$ cat config.mk
export PLATFORM = sky130hd
export DESIGN_NAME = fetch_stage_flat
export DESIGN_NICKNAME = d
export VERILOG_FILES = /design/src/rtl/fetch_stage_if.sv /design/src/rtl/fetch_stage.sv /design/src/flat_wrapper.sv
export SDC_FILE = /design/constraint.sdc
export NUM_CORES = 1
export LEC_CHECK = 0
export ABC_AREA = 1
export CELL_PAD_IN_SITES_DETAIL_PLACEMENT = 1
export CELL_PAD_IN_SITES_GLOBAL_PLACEMENT = 2
export CORE_UTILIZATION = 29
export DETAILED_ROUTE_END_ITERATION = 12
export PLACE_DENSITY = 0.95
export SYNTH_ARGS = -nofsm -noshare
export SYNTH_HDL_FRONTEND = slang
export SYNTH_SLANG_ARGS = --single-unit
$ cat constraint.sdc
create_clock -name clk -period 2.7 [get_ports clk]
set_input_delay 0.54 -clock clk [delete_from_list [all_inputs] [get_ports clk]]
set_output_delay 0.54 -clock clk [all_outputs]
set_load 0.005 [all_outputs]
$ cat src/rtl/fetch_stage_if.sv
// Fetch-stage bus bundle: control inputs, instruction-memory handshake and IF output.
// No storage; pure signal grouping, zero latency.
// Backpressure is carried by if_ready (downstream) and imem_ack (memory) inside the bundle.
interface fetch_stage_if #(
   parameter int width = 32
);
   logic             pc_src;
   logic [width-1:0] branch_target;
   logic             stall;
   logic             flush;
   logic             imem_req;
   logic [width-1:0] imem_addr;
   logic             imem_ack;
   logic [width-1:0] imem_rdata;
   logic             if_valid;
   logic             if_ready;
   logic [width-1:0] if_pc;
   logic [width-1:0] if_instr;

   // Fetch stage side
   modport master (
      input  pc_src, branch_target, stall, flush, imem_ack, imem_rdata, if_ready,
      output imem_req, imem_addr, if_valid, if_pc, if_instr
   );

   // Pipeline control / memory / decode side
   modport slave (
      output pc_src, branch_target, stall, flush, imem_ack, imem_rdata, if_ready,
      input  imem_req, imem_addr, if_valid, if_pc, if_instr
   );
endinterface

$ cat src/rtl/fetch_stage.sv
// Instruction fetch stage: issues one imem request per slot, registers the returned word.
// Latency: 1 cycle from request (0-wait ack) to if_valid; one instruction per 2 cycles sustained.
// Backpressure: a held output (if_valid & !if_ready) or stall blocks new requests; an issued request stays up until ack.
module fetch_stage #(
   parameter int               width    = 32,
   parameter logic [width-1:0] reset_pc = '0
) (
   input logic           clk,
   input logic           rst_n,
   fetch_stage_if.master fetch_bus
);

   typedef enum logic [1:0] {
      S_IDLE = 2'd0,
      S_REQ  = 2'd1,
      S_DROP = 2'd2
   } state_t;

   state_t           r_state;
   logic             r_req;
   logic [width-1:0] r_pc;
   logic             r_if_valid;
   logic [width-1:0] r_if_pc;
   logic [width-1:0] r_if_instr;

   logic             w_ack;
   logic             w_slot_free;
   logic             w_consume;
   logic [width-1:0] w_next_pc;

   // ack is only meaningful while a request is outstanding
   assign w_ack       = fetch_bus.imem_ack & r_req;
   assign w_slot_free = !r_if_valid || fetch_bus.if_ready;
   assign w_consume   = r_if_valid && fetch_bus.if_ready;
   assign w_next_pc   = fetch_bus.pc_src ? fetch_bus.branch_target : (r_pc + width'(4));

   assign fetch_bus.imem_req  = r_req;
   assign fetch_bus.imem_addr = r_pc;
   assign fetch_bus.if_valid  = r_if_valid;
   assign fetch_bus.if_pc     = r_if_pc;
   assign fetch_bus.if_instr  = r_if_instr;

   // FSM, PC and output register; flush overrides ack, stall and if_ready
   always_ff @(posedge clk or negedge rst_n) begin
      if (!rst_n) begin
         r_state    <= S_IDLE;
         r_req      <= 1'b0;
         r_pc       <= reset_pc;
         r_if_valid <= 1'b0;
         r_if_pc    <= '0;
         r_if_instr <= '0;
      end else if (fetch_bus.flush) begin
         r_pc       <= fetch_bus.branch_target;
         r_if_valid <= 1'b0;
         if (r_state != S_IDLE) begin
            // an unanswered request must still be drained, its data is dead
            if (w_ack) begin
               r_state <= S_IDLE;
               r_req   <= 1'b0;
            end else begin
               r_state <= S_DROP;
               r_req   <= 1'b1;
            end
         end
      end else begin
         case (r_state)
            S_IDLE: begin
               if (w_consume) r_if_valid <= 1'b0;
               if (!fetch_bus.stall && w_slot_free) begin
                  r_state <= S_REQ;
                  r_req   <= 1'b1;
               end
            end
            S_REQ: begin
               if (w_ack) begin
                  r_if_instr <= fetch_bus.imem_rdata;
                  r_if_pc    <= r_pc;
                  r_if_valid <= 1'b1;
                  r_pc       <= w_next_pc;
                  r_state    <= S_IDLE;
                  r_req      <= 1'b0;
               end else if (w_consume) begin
                  r_if_valid <= 1'b0;
               end
            end
            S_DROP: begin
               if (w_consume) r_if_valid <= 1'b0;
               if (w_ack) begin
                  r_state <= S_IDLE;
                  r_req   <= 1'b0;
               end
            end
            default: begin
               r_state <= S_IDLE;
               r_req   <= 1'b0;
            end
         endcase
      end
   end

endmodule
$ cat src/flat_wrapper.sv
// flat-port wrapper written by rule: the top's interface ports become plain ports
module fetch_stage_flat 
#(
   parameter int               width    = 32,
   parameter logic [width-1:0] reset_pc = '0
)
  (clk, rst_n, fetch_bus_pc_src, fetch_bus_branch_target, fetch_bus_stall, fetch_bus_flush, fetch_bus_imem_ack, fetch_bus_imem_rdata, fetch_bus_if_ready, fetch_bus_imem_req, fetch_bus_imem_addr, fetch_bus_if_valid, fetch_bus_if_pc, fetch_bus_if_instr);
  fetch_stage_if #(.width(width)) fetch_bus_i ();
  input logic clk;
  input logic rst_n;
  input wire logic [$bits(fetch_bus_i.pc_src)-1:0] fetch_bus_pc_src;
  input wire logic [$bits(fetch_bus_i.branch_target)-1:0] fetch_bus_branch_target;
  input wire logic [$bits(fetch_bus_i.stall)-1:0] fetch_bus_stall;
  input wire logic [$bits(fetch_bus_i.flush)-1:0] fetch_bus_flush;
  input wire logic [$bits(fetch_bus_i.imem_ack)-1:0] fetch_bus_imem_ack;
  input wire logic [$bits(fetch_bus_i.imem_rdata)-1:0] fetch_bus_imem_rdata;
  input wire logic [$bits(fetch_bus_i.if_ready)-1:0] fetch_bus_if_ready;
  output wire logic [$bits(fetch_bus_i.imem_req)-1:0] fetch_bus_imem_req;
  output wire logic [$bits(fetch_bus_i.imem_addr)-1:0] fetch_bus_imem_addr;
  output wire logic [$bits(fetch_bus_i.if_valid)-1:0] fetch_bus_if_valid;
  output wire logic [$bits(fetch_bus_i.if_pc)-1:0] fetch_bus_if_pc;
  output wire logic [$bits(fetch_bus_i.if_instr)-1:0] fetch_bus_if_instr;
  assign fetch_bus_i.pc_src = fetch_bus_pc_src;
  assign fetch_bus_i.branch_target = fetch_bus_branch_target;
  assign fetch_bus_i.stall = fetch_bus_stall;
  assign fetch_bus_i.flush = fetch_bus_flush;
  assign fetch_bus_i.imem_ack = fetch_bus_imem_ack;
  assign fetch_bus_i.imem_rdata = fetch_bus_imem_rdata;
  assign fetch_bus_i.if_ready = fetch_bus_if_ready;
  assign fetch_bus_imem_req = fetch_bus_i.imem_req;
  assign fetch_bus_imem_addr = fetch_bus_i.imem_addr;
  assign fetch_bus_if_valid = fetch_bus_i.if_valid;
  assign fetch_bus_if_pc = fetch_bus_i.if_pc;
  assign fetch_bus_if_instr = fetch_bus_i.if_instr;
  fetch_stage #(.width(width), .reset_pc(reset_pc)) u_core (.clk(clk), .rst_n(rst_n), .fetch_bus(fetch_bus_i));
endmodule
==> out/summary.md, run 1 <==
The synthesized design contains 100 register bits. The die is 136 um wide. On the critical path, the stage with the largest delay is an instance of clkdlybuf4s50_1. CTS saw 100 sinks. Full die area: 0.0184 mm^2. The total count of hold-check failures in the final report was 0. For the worst setup path, the data arrival time is 2.32 ns. The overall via count from detail_route is 4664, and the number of cells produced by synthesis is 589. The net switching power is 2.17 mW, and the wire length after detailed routing is 16.8 mm. The number of different library cells used by synthesis comes to 31. The minimum clock period is 2.08 ns, and the switching share of power is 32.9%. Of the available clock period, the critical path in the final layout requires 77.0%. The max-slew violation total from the final report was 0; the initial antenna violation count was 0.

The critical path class was input pin to flop. For the DRC marker count from the first detailed-route iteration, the log shows 221. TritonCTS built the clock tree. The initial utilization of the core area, before any placement, comes to 29.9%.

0 antenna diodes ended up in the layout. On the worst path, the slowest cell contributes a delay of 0.62 ns. The number of post-CTS setup repair buffers came out at 0. Internal power comes to 4.43 mW. The tools report the kind of start point of the critical path as an input pin.

After clock tree synthesis, the clock-pin slew on the worst setup and hold paths is 0.08 ns. Count of cells resized by post-cts repair: 0. Tracing the worst setup path back leads to its startpoint at fetch_bus_flush. The synthesis warning total is 0, and the combined area of all synthesized cells is 0.00518 mm^2. For this design the ratio of total power to cell area is 891 mW/mm^2. The share of layout cells above drive strength 1 is 11.7%. The type of destination of the critical path was a flop. The area growth from synthesis to layout is 42.8%. The top achievable clock speed is 481 MHz.

The power share of the clock group came out at 19.9%. The cell depth of the worst flop-to-flop path is 8, and the sum of negative setup slack is 0 ns. The H-tree depth reported by CTS is 3, and the insertion delay to the later sink of the worst-skew pair is 0.36 ns.

Overall power consumption after layout is estimated at 6.60 mW. For the final database, setup skew stands at 0.00863 ns. The tightest min-delay check is of the input pin to async pin type. Setup repair after global routing left no endpoint under its margin. The tools report the clock buffer count from CTS as 9. The tools report the maximum number of pins on one net before global-route repair as 49. The library cells used most frequently in the layout, excluding fill and tap cells, are nand2_1 (179), clkdlybuf4s50_1 (167), dfrtp_1 (100), nor2_1 (69), inv_1 (44). The tools report the synthesized netlist net count as 664. The number of rows in the core area is 48, and the DRC violation count after routing is 0.

The HPWL reported at the end of detailed placement came out at 12.9 mm. The tools report the peak supply drop as 0.420 mV. The first global-routing pass estimated 26.8 mm of wire. After detailed routing, the average wire length per cell comes to 17.0 um. Summed over all cells, the static leakage comes to 3.38 nW. The tree is rooted in a clkbuf_16. The run finished with clean final reports.

The clock passes through at most 2 buffers. The tools report the capturing point of the worst reg2reg path as u_core.fetch_bus.imem_addr[12]$_DFFE_PN0P_. The total routing resource utilization after global routing was 19.1%. The count of maximum capacitance violations is 0, and the number of hold buffers added after CTS is 0.

The die height is 136 um, and the number of port buffers is 168. Traced cell by cell, the critical path runs through clkdlybuf4s50_1 -> nor2_8 -> inv_2 -> a211oi_1 -> nor2_1. In this run, the combinational gates consume 41.3% of the power.

In this run the tightest slew margin relative to its limit is 56.1%. The tools report the worst path required time as 2.94 ns. For flop-to-flop paths, the worst setup slack is 0.67 ns. During I/O placement, the number of pins put on the boundary was 169. Setup violations remaining at the end of the flow were counted as 0.

The part of the power in registers was 38.8%. The number of nets still failing antenna checks after routing was 0. The origin of the critical flop-to-flop path is u_core.r_state[1]$_DFFE_PN0P_. The total congestion overflow was 0.

For the register area share after synthesis, the log shows 48.3%. The congestion estimate from routability-driven global placement came to 0.830. The number of global-route vias before repair is 4869, and the transition at the pin with the smallest max-transition slack is 0.658 ns. Net count reported at finish: 832. The most frequent standard cell in the layout excluding fill and tap cells was nand2_1. The maximum net fanout on the critical path is 27, and the synthesized area per cell is 8.80 um^2. For this run, the detailed router's first-pass iteration total came to 4. Dividing the detail-routed via count by the number of cells gives 4.73. The floorplan core area was 0.0174 mm^2.
-- area by class of cell --
class | count | area, um^2
fillers | 2049 | 9950
clock buffers | 9 | 225
well taps | 225 | 282
repair buffers | 175 | 1770
inverters | 48 | 180
multi-input cells | 423 | 2380
flip-flops and latches | 100 | 2500
clock inverters | 7 | 65.1
-- flip-flops by register name, indices dropped and copies added, names as in the netlist --
| signal | cells |
|---|---|
| u_core.r_state | 2 |
| u_core.fetch_bus.imem_req | 1 |
| u_core.fetch_bus.if_valid | 1 |
| u_core.fetch_bus.if_pc | 32 |
| u_core.fetch_bus.imem_addr | 32 |
| u_core.fetch_bus.if_instr | 32 |
-- synth_stat cells, drive strengths merged --
cell type,count,share of area [%]
nand2,186,14
dfrtp,100,48
nor2,84,8.1
inv,48,3.5
o21ai,44,4.2
mux2,39,11
nand3,36,3.5
buf,12,1.9
a21oi,7,0.68
clkbuf,6,0.43
o211ai,6,0.87
ha,4,0.97
nand4,4,0.48
o22ai,4,0.48
a211oi,3,0.43
a31oi,1,0.12
and2,1,0.12
nand3b,1,0.14
nor3,1,0.096
o311ai,1,0.17
xor2,1,0.17
-- worst max-delay path: cells and delay by family --
family | cells | cell delay (ns)
AND/OR/NAND/NOR | 2 | 0.52
buffers and inverters | 2 | 0.92
AO/OA/AOI/OAI | 1 | 0.32
-- cell families (layout without fill, tap and decap cells) --
group                      Yosys count  in the layout  synth area share (%)
and+or+nand+nor                    313            313                  26.5
buffers and inverters               66            239                  5.79
muxes                               39             39                  11.3
xor gates and xnor gates             1              1                 0.169
DFF                                100            100                  48.3
adders and majority gates            4              4                 0.965
AOI/OAI and AO/OA                   66             66                  7.00
-- power by group through the flow --
stage | sequential [mW] | clock (mW) | combinational, mW
finish | 2.56 | 1.31 | 2.72
global route | 2.65 | 1.40 | 2.98
CTS | 2.57 | 1.34 | 2.77
detailed placement | 2.59 | 0 | 2.75
global placement | 2.56 | 0 | 2.69
floorplan | 2.52 | 0 | 1.16
-- metal layers --
metal | GRT usage, % | wire length, um | vias to the layer above
met3 | 3.82 | 915 | 20
met1 | 25.0 | 7750 | 2289
li1 | - | - | 2232
met5 | 0 | 0 | -
met2 | 31.4 | 7810 | 123
met4 | 6.12 | 310 | 0
-- how the worst max path moves through the flow --
| stage | endpoint | slack [ns] | cells past startpoint |
|---|---|---|---|
| after floorplan | u_core.fetch_bus.imem_addr[7]$_DFFE_PN0P_ | 1.18 | 9 |
| after global placement | u_core.fetch_bus.imem_addr[12]$_DFFE_PN0P_ | 0.34 | 5 |
| after detailed placement | u_core.fetch_bus.imem_addr[12]$_DFFE_PN0P_ | 0.22 | 5 |
| after CTS | u_core.fetch_bus.imem_addr[12]$_DFFE_PN0P_ | 0.61 | 5 |
| after global routing | u_core.fetch_bus.imem_addr[12]$_DFFE_PN0P_ | 0.49 | 8 |
| final | u_core.fetch_bus.imem_addr[12]$_DFFE_PN0P_ | 0.62 | 5 |
-- metrics by stage --
step / instance area [um^2] / hold WS [ns] / cells / util (%) / setup WS, ns
2_1_floorplan: 5180 / 0.244 / 589 / - / 1.18
3_3_place_gp: 7120 / 0.468 / 971 / 41.0 / 0.335
3_5_place_dp: 7120 / 0.472 / 971 / 41.0 / 0.216
4_1_cts: 7410 / 0.221 / 987 / 42.7 / 0.606
5_1_grt: 7410 / 0.237 / 987 / 42.7 / 0.490
6_report: 7410 / 0.198 / 987 / 42.7 / 0.621
Note: power is estimated with default switching activity, not from simulation.
==> run 2, diff against run 1 <==
--- a/config.mk
+++ b/config.mk
@@ -8,9 +8,9 @@
 export ABC_AREA = 1
 export CELL_PAD_IN_SITES_DETAIL_PLACEMENT = 1
 export CELL_PAD_IN_SITES_GLOBAL_PLACEMENT = 2
-export CORE_UTILIZATION = 29
+export CORE_UTILIZATION = 27
 export DETAILED_ROUTE_END_ITERATION = 12
-export PLACE_DENSITY = 0.95
+export PLACE_DENSITY = 0.93
 export SYNTH_ARGS = -nofsm -noshare
 export SYNTH_HDL_FRONTEND = slang
 export SYNTH_SLANG_ARGS = --single-unit
==> constraint.sdc (replaced) <==
create_clock -name clk -period 2.1 [get_ports clk]
set_input_delay 0.42 -clock clk [delete_from_list [all_inputs] [get_ports clk]]
set_output_delay 0.42 -clock clk [all_outputs]
set_load 0.005 [all_outputs]
==> run 2 against run 1 <==
Against the previous run:
- total power is 31% higher
- register-to-register slack worse by 0.33 ns
- routed wire length is 0.92% higher
- worst hold slack lost 0.16 ns
- global-route usage down 1.2 points
- via count shrank 0.60%
- non-clock buffer count increased by 13
- clock-buffer cell count grew 1
- sequential power is 29% higher
- die area is 7.3% higher
- first-iteration DRC count decreased by 15%
- sequential cell count unchanged
- largest cell class unchanged
- highest routed layer unchanged
==> out/summary.md, run 2 (synthesis gave the netlist of run 1 again) <==
The run finished with clean final reports. The logs give 0 (unchanged) for the DRC violation count after routing and 0.825 (-0.59%) for the final weighted congestion in routability-driven placement. For the wire length after detailed routing, the log shows 16.9 mm (+0.92%). The transition at the pin with the smallest max-transition slack is 0.509 ns (-0.150 ns). The top cell types in the final layout, fill and taps aside, are nand2_1 (179), clkdlybuf4s50_1 (167), dfrtp_1 (100), nor2_1 (69), inv_1 (44). The cell type of the slowest stage on the worst timing path is clkdlybuf4s50_1. The H-tree depth reported by CTS was 3 (unchanged).

The tools report the count of maximum capacitance violations as 0 (unchanged). For the total congestion overflow, the log shows 0 (unchanged). The I/O pin count was 169 (unchanged). The met2 wire length was 7.86 mm (+0.67%); the share of layout cells above drive strength 1 was 13.0% (+1.4 points). The run gives 27.6% (-2.2 points) as the initial cell density of the core.

The logs give 0.0188 mm^2 (+8.1%) for the floorplan core area and 1.68 ns (-1.26 ns) for the worst path required time. The worst path uses 86.7% of the clock period. The max-slew violation total from the final report was 0 (unchanged). Number of rows in the core area: 50 (+4.2%). The run gives 0.35 ns (about the same) as the insertion delay to the later sink of the worst-skew pair.

The maximum clock insertion buffer count is 2 (unchanged). The critical path goes through clkdlybuf4s50_1. The tools report the clock buffer count from CTS as 9 (unchanged). CTS placed an instance of clkbuf_16 at the clock tree root. The tools report the maximum number of pins on one net before global-route repair as 41 (-16%). The worst setup path is launched from a flop. The final standard cell utilization of the core was 40.4% (-2.2 points); the count of cells resized by post-cts repair was 0 (unchanged). The tools report the sum of negative setup slack as 0 ns (unchanged). For the total placed instance area, the log shows 0.00729 mm^2 (+2.4%).

The logs give 8.61 mW (+31%) for the total power consumption of the routed design and 1.40 ns (-0.92 ns) for the data arrival time of the worst path. The worst path in the final design needs a cycle of 1.82 ns, including I/O delays and setup. For the final setup violation count, the log shows 0 (unchanged). Clock-pin slew of the registers on the worst-case setup and hold paths: 0.07 ns (about the same). STA classifies the critical path endpoint as a primary output. Timing would allow up to 549 MHz.

The run gives 0 (unchanged) as the initial antenna violation count. The wire length of the first global-routing pass was 27.0 mm (+0.62%); the post-synthesis to final-layout area growth was 46.3%. The number of diodes added for antenna fixing is 0 (unchanged), and the total count of hold-check failures in the final report is 0 (unchanged). The die height is 141 um (+3.6%), and the DRC marker count from the first detailed-route iteration is 187 (-15%). The filler cell count in the final layout was 2195 (+7.1%); the power density over the cells was 1140 mW/mm^2 (+27%).

The path class of the tightest hold or removal check is input pin to async pin. Average wire per standard cell: 16.8 um (-1.3%). Setup repair after global routing left no endpoint under its margin. For the number of sinks handled by clock tree synthesis, the log shows 100 (unchanged). The die width came out at 141 um (+3.6%). TritonCTS built the clock tree.

The met3 layer wire length in the routed design was 809 um (-12%). The logs give 0 (unchanged) for the number of nets still failing antenna checks after routing and 17.9% (-1.2 points) for the total routing resource utilization after global routing. The overall via count from detail_route was 4636 (-0.60%). Top cell family by delay on the critical path: buffers and inverters.

The number of global-route vias before repair came out at 4737 (-2.7%). The relative slew slack is 66.1% (+10 points), and the HPWL reported at the end of detailed placement is 13.3 mm (+3.1%). The number of hold buffers added after CTS is 0 (unchanged). The full die area was 0.0198 mm^2 (+7.3%). The highest metal layer with signal wires is met4.

The maximum net fanout on the critical path works out to 6 (-78%). For the count of TritonRoute iterations in the first routing pass, the log shows 4 (unchanged). The peak supply drop was 0.407 mV (-3.1%). The most frequent standard cell in the layout excluding fill and tap cells was nand2_1.

The design area is 0.00759 mm^2 (+2.4%), and the net count reported at finish is 845 (+1.6%). The critical path class is flop to primary output. The ratio of routed vias to standard cells is 4.59 (-2.8%). The delay contributed by the slowest stage of the critical path came out at 0.56 ns (-0.06 ns).

The sum of routed wire segments on met1 was 8.02 mm (+3.5%); the maximum clock skew at final layout was 0.0120 ns (+0.00337 ns). The sequential cell area came out at 0.00250 mm^2 (unchanged). The number of port buffers is 168 (unchanged), and the area of combinational cells with multiple inputs is 0.00238 mm^2 (unchanged).

Number of buffers and inverters on the critical path: 1 (-1). The static leakage is 3.47 nW (+2.7%), and the number of post-CTS setup repair buffers is 0 (unchanged).
run 2: through the flow:
stage          std cells  worst slack (ns)  hold slack [ns]
2_1_floorplan        589             0.585            0.124
3_3_place_gp         993             0.121            0.411
3_5_place_dp         993            0.0905            0.418
4_1_cts             1009             0.257           0.0305
5_1_grt             1009             0.198           0.0599
6_report            1009             0.279           0.0346
run 2: report_power, final:
part / internal, mW / switching, mW
sequential: 2.67 / 0.629
clock: 0.937 / 0.780
combinational: 2.26 / 1.33
total: 5.87 / 2.74
run 2: layout make-up:
| type | count | area share, % |
|---|---|---|
| timing repair buffer | 188 | 25.4 |
| multi-input combinational | 423 | 31.4 |
| inverter | 48 | 2.38 |
| clock inverter | 6 | 0.924 |
| clock buffer | 10 | 3.02 |
| sequential | 100 | 33.0 |
| tap | 234 | 3.86 |
run 2: worst paths after layout:
path,start,endpoint,slack (ns),cells past startpoint
max,u_core.fetch_bus.imem_addr[12]$_DFFE_PN0P_,fetch_bus_imem_addr[12],0.28,1
min,rst_n,u_core.fetch_bus.if_instr[31]$_DFFE_PN0P_,0.03,1
max reg2reg,u_core.fetch_bus.imem_addr[3]$_DFFE_PN0P_,u_core.fetch_bus.imem_addr[16]$_DFFE_PN0P_,0.34,8
min reg2reg,u_core.fetch_bus.if_pc[11]$_DFFE_PN0P_,u_core.fetch_bus.if_pc[11]$_DFFE_PN0P_,0.50,2
max in group asynchronous,rst_n,u_core.fetch_bus.if_pc[16]$_DFFE_PN0P_,1.39,2
min in group clk,u_core.fetch_bus.if_pc[11]$_DFFE_PN0P_,u_core.fetch_bus.if_pc[11]$_DFFE_PN0P_,0.50,2
run 2: per-layer routing:
metal / vias up / track usage [%]
li1: 2259 / -
met1: 2231 / 23.8
met2: 131 / 28.9
met3: 15 / 4.18
met4: 0 / 5.09
met5: - / 0
==> run 3, diff against run 2 <==
--- a/config.mk
+++ b/config.mk
@@ -8,6 +8,7 @@
 export ABC_AREA = 1
 export CELL_PAD_IN_SITES_DETAIL_PLACEMENT = 1
 export CELL_PAD_IN_SITES_GLOBAL_PLACEMENT = 2
+export CORE_ASPECT_RATIO = 1.1
 export CORE_UTILIZATION = 27
 export DETAILED_ROUTE_END_ITERATION = 12
 export PLACE_DENSITY = 0.93
==> run 3 against run 2 <==
Against the previous run:
- combinational power shrank 1%
- clock skew shrank 0.0024 ns
- critical endpoint is now fetch_bus_imem_addr[4]
- core utilization shrank 0.10 points
- sequential cell count is the same
- register-to-register slack lost 0.03 ns
- largest cell class unchanged
- non-clock buffer count shrank 8
- clock power is essentially flat
- routed wire length shrank 1.1%
- sequential share of layout area grew 0.37 points
- die area is essentially flat
- global-route usage shrank 0.11 points
- the flow now finishes with violations (negative hold slack)
- worst setup slack lost 0.032 ns
==> out/summary.md, run 3 (synthesis gave the netlist of run 1 again) <==
Type of destination of the critical path: a primary output. The logs give 1.43 ns (+0.03 ns) for the data arrival time of the worst path and 8.57 mW (-0.50%) for the total power consumption of the routed design. The design internal power is 5.85 mW (-0.35%), and the number of post-CTS setup repair buffers is 0 (unchanged). The total count of hold-check failures in the final report is 2 (+2). The run gives 3 (unchanged) as the H-tree depth reported by CTS.

The run finished, with violations left. Net switching power: 2.72 mW (-0.81%). The final setup violation count was 0 (unchanged); the combinational share of power was 41.3% (-0.4 points). Ratio of routed vias to standard cells: 4.57 (-0.53%).

Setup repair after global routing left no endpoint under its margin. The logs give 4 (unchanged) for the count of TritonRoute iterations in the first routing pass and 0.818 (-0.76%) for the final weighted congestion in routability-driven placement. The run gives 2 (unchanged) as the maximum clock insertion buffer count.

The post-placement setup slack was 0.0819 ns (-0.00866 ns). The checks that failed: negative hold slack. The sum of negative setup slack is 0 ns (unchanged).

Share of the clock period used by the worst path: 88.2% (+1.5 points). The die height is 147 um (+4.8%), and the number of sinks handled by clock tree synthesis is 100 (unchanged). Maximum clock skew at final layout: 0.00963 ns (-0.00237 ns).

For the worst-case hold slack, the log shows -0.000199 ns (-0.0348 ns). The top cell types in the final layout, fill and taps aside, are nand2_1 (179), clkdlybuf4s50_1 (167), dfrtp_1 (100), nor2_1 (69), inv_1 (44). The root cell of the clock tree was clkbuf_16. Number of logic stages on the critical path including buffering: 1 (unchanged). The total routing resource utilization after global routing came out at 17.8% (-0.11 points). Capturing point of the worst reg2reg path: u_core.fetch_bus.imem_addr[16]$_DFFE_PN0P_. The most frequent standard cell in the layout excluding fill and tap cells is nand2_1.

The logs give 38.4% (about the same) for the part of the power in registers and 837 (-0.95%) for the net count reported at finish. The count of maximum capacitance violations is 0 (unchanged). The tools report the initial antenna violation count as 0 (unchanged). The initial cell density of the core was 27.9% (+0.24 points); the power density over the cells was 1140 mW/mm^2 (+0.61%).

For the filler cell count in the final layout, the log shows 2175 (-0.91%). In this run the worst setup path begins at u_core.fetch_bus.imem_addr[4]$_DFFE_PN0P_. The average wire per standard cell was 16.6 um (-1.2%). The transition at the pin with the smallest max-transition slack is 0.501 ns (-0.00791 ns). The run gives 0.0198 mm^2 (about the same) as the full die area.

The wire length of the first global-routing pass was 26.9 mm (-0.28%); the minimum clock period was 1.85 ns (+0.0323 ns). The delay contributed by the slowest stage of the critical path works out to 0.56 ns (about the same). The DRC marker count from the first detailed-route iteration was 199 (+6.4%); the HPWL reported at the end of detailed placement was 12.9 mm (-2.8%).

The power share of the clock group came out at 20.3% (+0.4 points). The critical path is of the flop to primary output type. The top achievable clock speed was 540 MHz (-1.7%); the number of hold buffers added after CTS was 0 (unchanged).

The logs give 0 (unchanged) for the max-slew violation total from the final report and 0 (unchanged) for the DRC violation count after routing. For the wire length after detailed routing, the log shows 16.7 mm (-1.1%). From synthesis to final layout, the design area changed by 44.7%. TritonCTS built the clock tree. The tools report the number of nets still failing antenna checks after routing as 0 (unchanged).

The run gives 40.3% (-0.10 points) as the final standard cell utilization of the core. The number of buffers and inverters on the critical path came out at 1 (unchanged). The top cell family by delay on the critical path was buffers and inverters. The signal on the critical path passes through clkdlybuf4s50_1.

The static leakage was 3.41 nW (-1.7%). The kind of start point of the critical path was a flop. The cell depth of the worst flop-to-flop path was 8 (unchanged); the total placed instance area was 0.00720 mm^2 (-1.2%). The count of cells resized by post-cts repair came out at 0 (unchanged).

The setup slack of the critical path after layout is 0.247 ns (-0.0323 ns), and the insertion delay to the later sink of the worst-skew pair is 0.36 ns (about the same). The relative slew slack came out at 66.5% (+0.40 points). The number of rows in the core area was 52 (+4.0%).

Cell type of the slowest stage on the worst timing path: clkdlybuf4s50_1. Number of diodes added for antenna fixing: 0 (unchanged). The run gives 0.31 ns (-0.03 ns) as the register-to-register path setup slack. Share of layout cells above drive strength 1: 12.1% (-0.91 points). The logs give 4616 (-0.43%) for the overall via count from detail_route and 0 (unchanged) for the total congestion overflow. Origin of the critical flop-to-flop path: u_core.fetch_bus.imem_addr[3]$_DFFE_PN0P_. The switching share of power was 31.8% (-0.10 points); the non-filler instance count after layout was 1010 (+0.099%). Peak supply drop: 0.411 mV (+0.84%).

The tools report the number of global-route vias before repair as 4706 (-0.65%). For the floorplan core area, the log shows 0.0186 mm^2 (-0.85%). The number of port buffers is 168 (unchanged).

The run gives 0.00750 mm^2 (-1.1%) as the design area. The tools report the maximum number of pins on one net before global-route repair as 44 (+7.3%). The path class of the lowest-slack min-delay path is input pin to async pin.

Timing endpoint of the critical path: fetch_bus_imem_addr[4]. The clock-pin slew of the registers on the worst-case setup and hold paths was 0.07 ns (about the same). The maximum net fanout on the critical path works out to 7 (+1).

The tools report the clock buffer count from CTS as 9 (unchanged). The die width works out to 134 um (-4.6%). Number of placed cells counting well taps: 994 (+0.10%).

The worst path required time was 1.68 ns (about the same); the I/O pin count was 169 (unchanged).
## run 3: cell types whose count changed in the layout (fill, tap and decap cells not counted), sizes merged
| cell | previous run | this run |
|---|---|---|
| clkbuf | 10 | 11 |
| inv | 50 | 49 |
| buf | 21 | 13 |
| clkinvlp | 0 | 2 |
| clkinv | 3 | 1 |
## run 3: worst min-delay path by stage
stage,from,to,slack [ns],cells after the start
4_1_cts,rst_n,u_core.fetch_bus.if_instr[0]$_DFFE_PN0P_,0.002,1
3_5_place_dp,rst_n,u_core.fetch_bus.if_instr[0]$_DFFE_PN0P_,0.39,1
6_report,rst_n,u_core.fetch_bus.if_instr[0]$_DFFE_PN0P_,-0.0002,1
5_1_grt,rst_n,u_core.fetch_bus.if_instr[30]$_DFFE_PN0P_,0.02,1
3_3_place_gp,rst_n,u_core.fetch_bus.if_instr[30]$_DFFE_PN0P_,0.39,1
2_1_floorplan,rst_n,u_core.fetch_bus.if_instr[0]$_DFFE_PN0P_,0.12,0
## run 3: area by class of cell
| type | instances | area (um^2) | share of cell area [%] |
|---|---|---|---|
| clock buffers | 11 | 243 | 3.24 |
| well taps | 243 | 304 | 4.05 |
| repair buffers | 180 | 1830 | 24.4 |
| flip-flops and latches | 100 | 2500 | 33.4 |
| clock inverters | 5 | 58.8 | 0.784 |
| inverters | 48 | 180 | 2.40 |
| multi-input cells | 423 | 2380 | 31.8 |
## run 3: power by group through the flow
stage,logic [mW],registers [mW],clock network (mW)
detailed placement,3.58,3.33,0
CTS,3.60,3.31,1.80
global route,3.88,3.41,1.86
finish,3.54,3.29,1.74
floorplan,1.49,3.24,0
global placement,3.47,3.30,0
## run 3: per-layer routing
layer,track usage [%],share of wire (%),up-vias
li1,-,-,2243
met1,23.9,47,2246
met2,28.9,47,116
met3,3.04,4.3,11
met4,5.73,1.3,0
met5,0,0,-
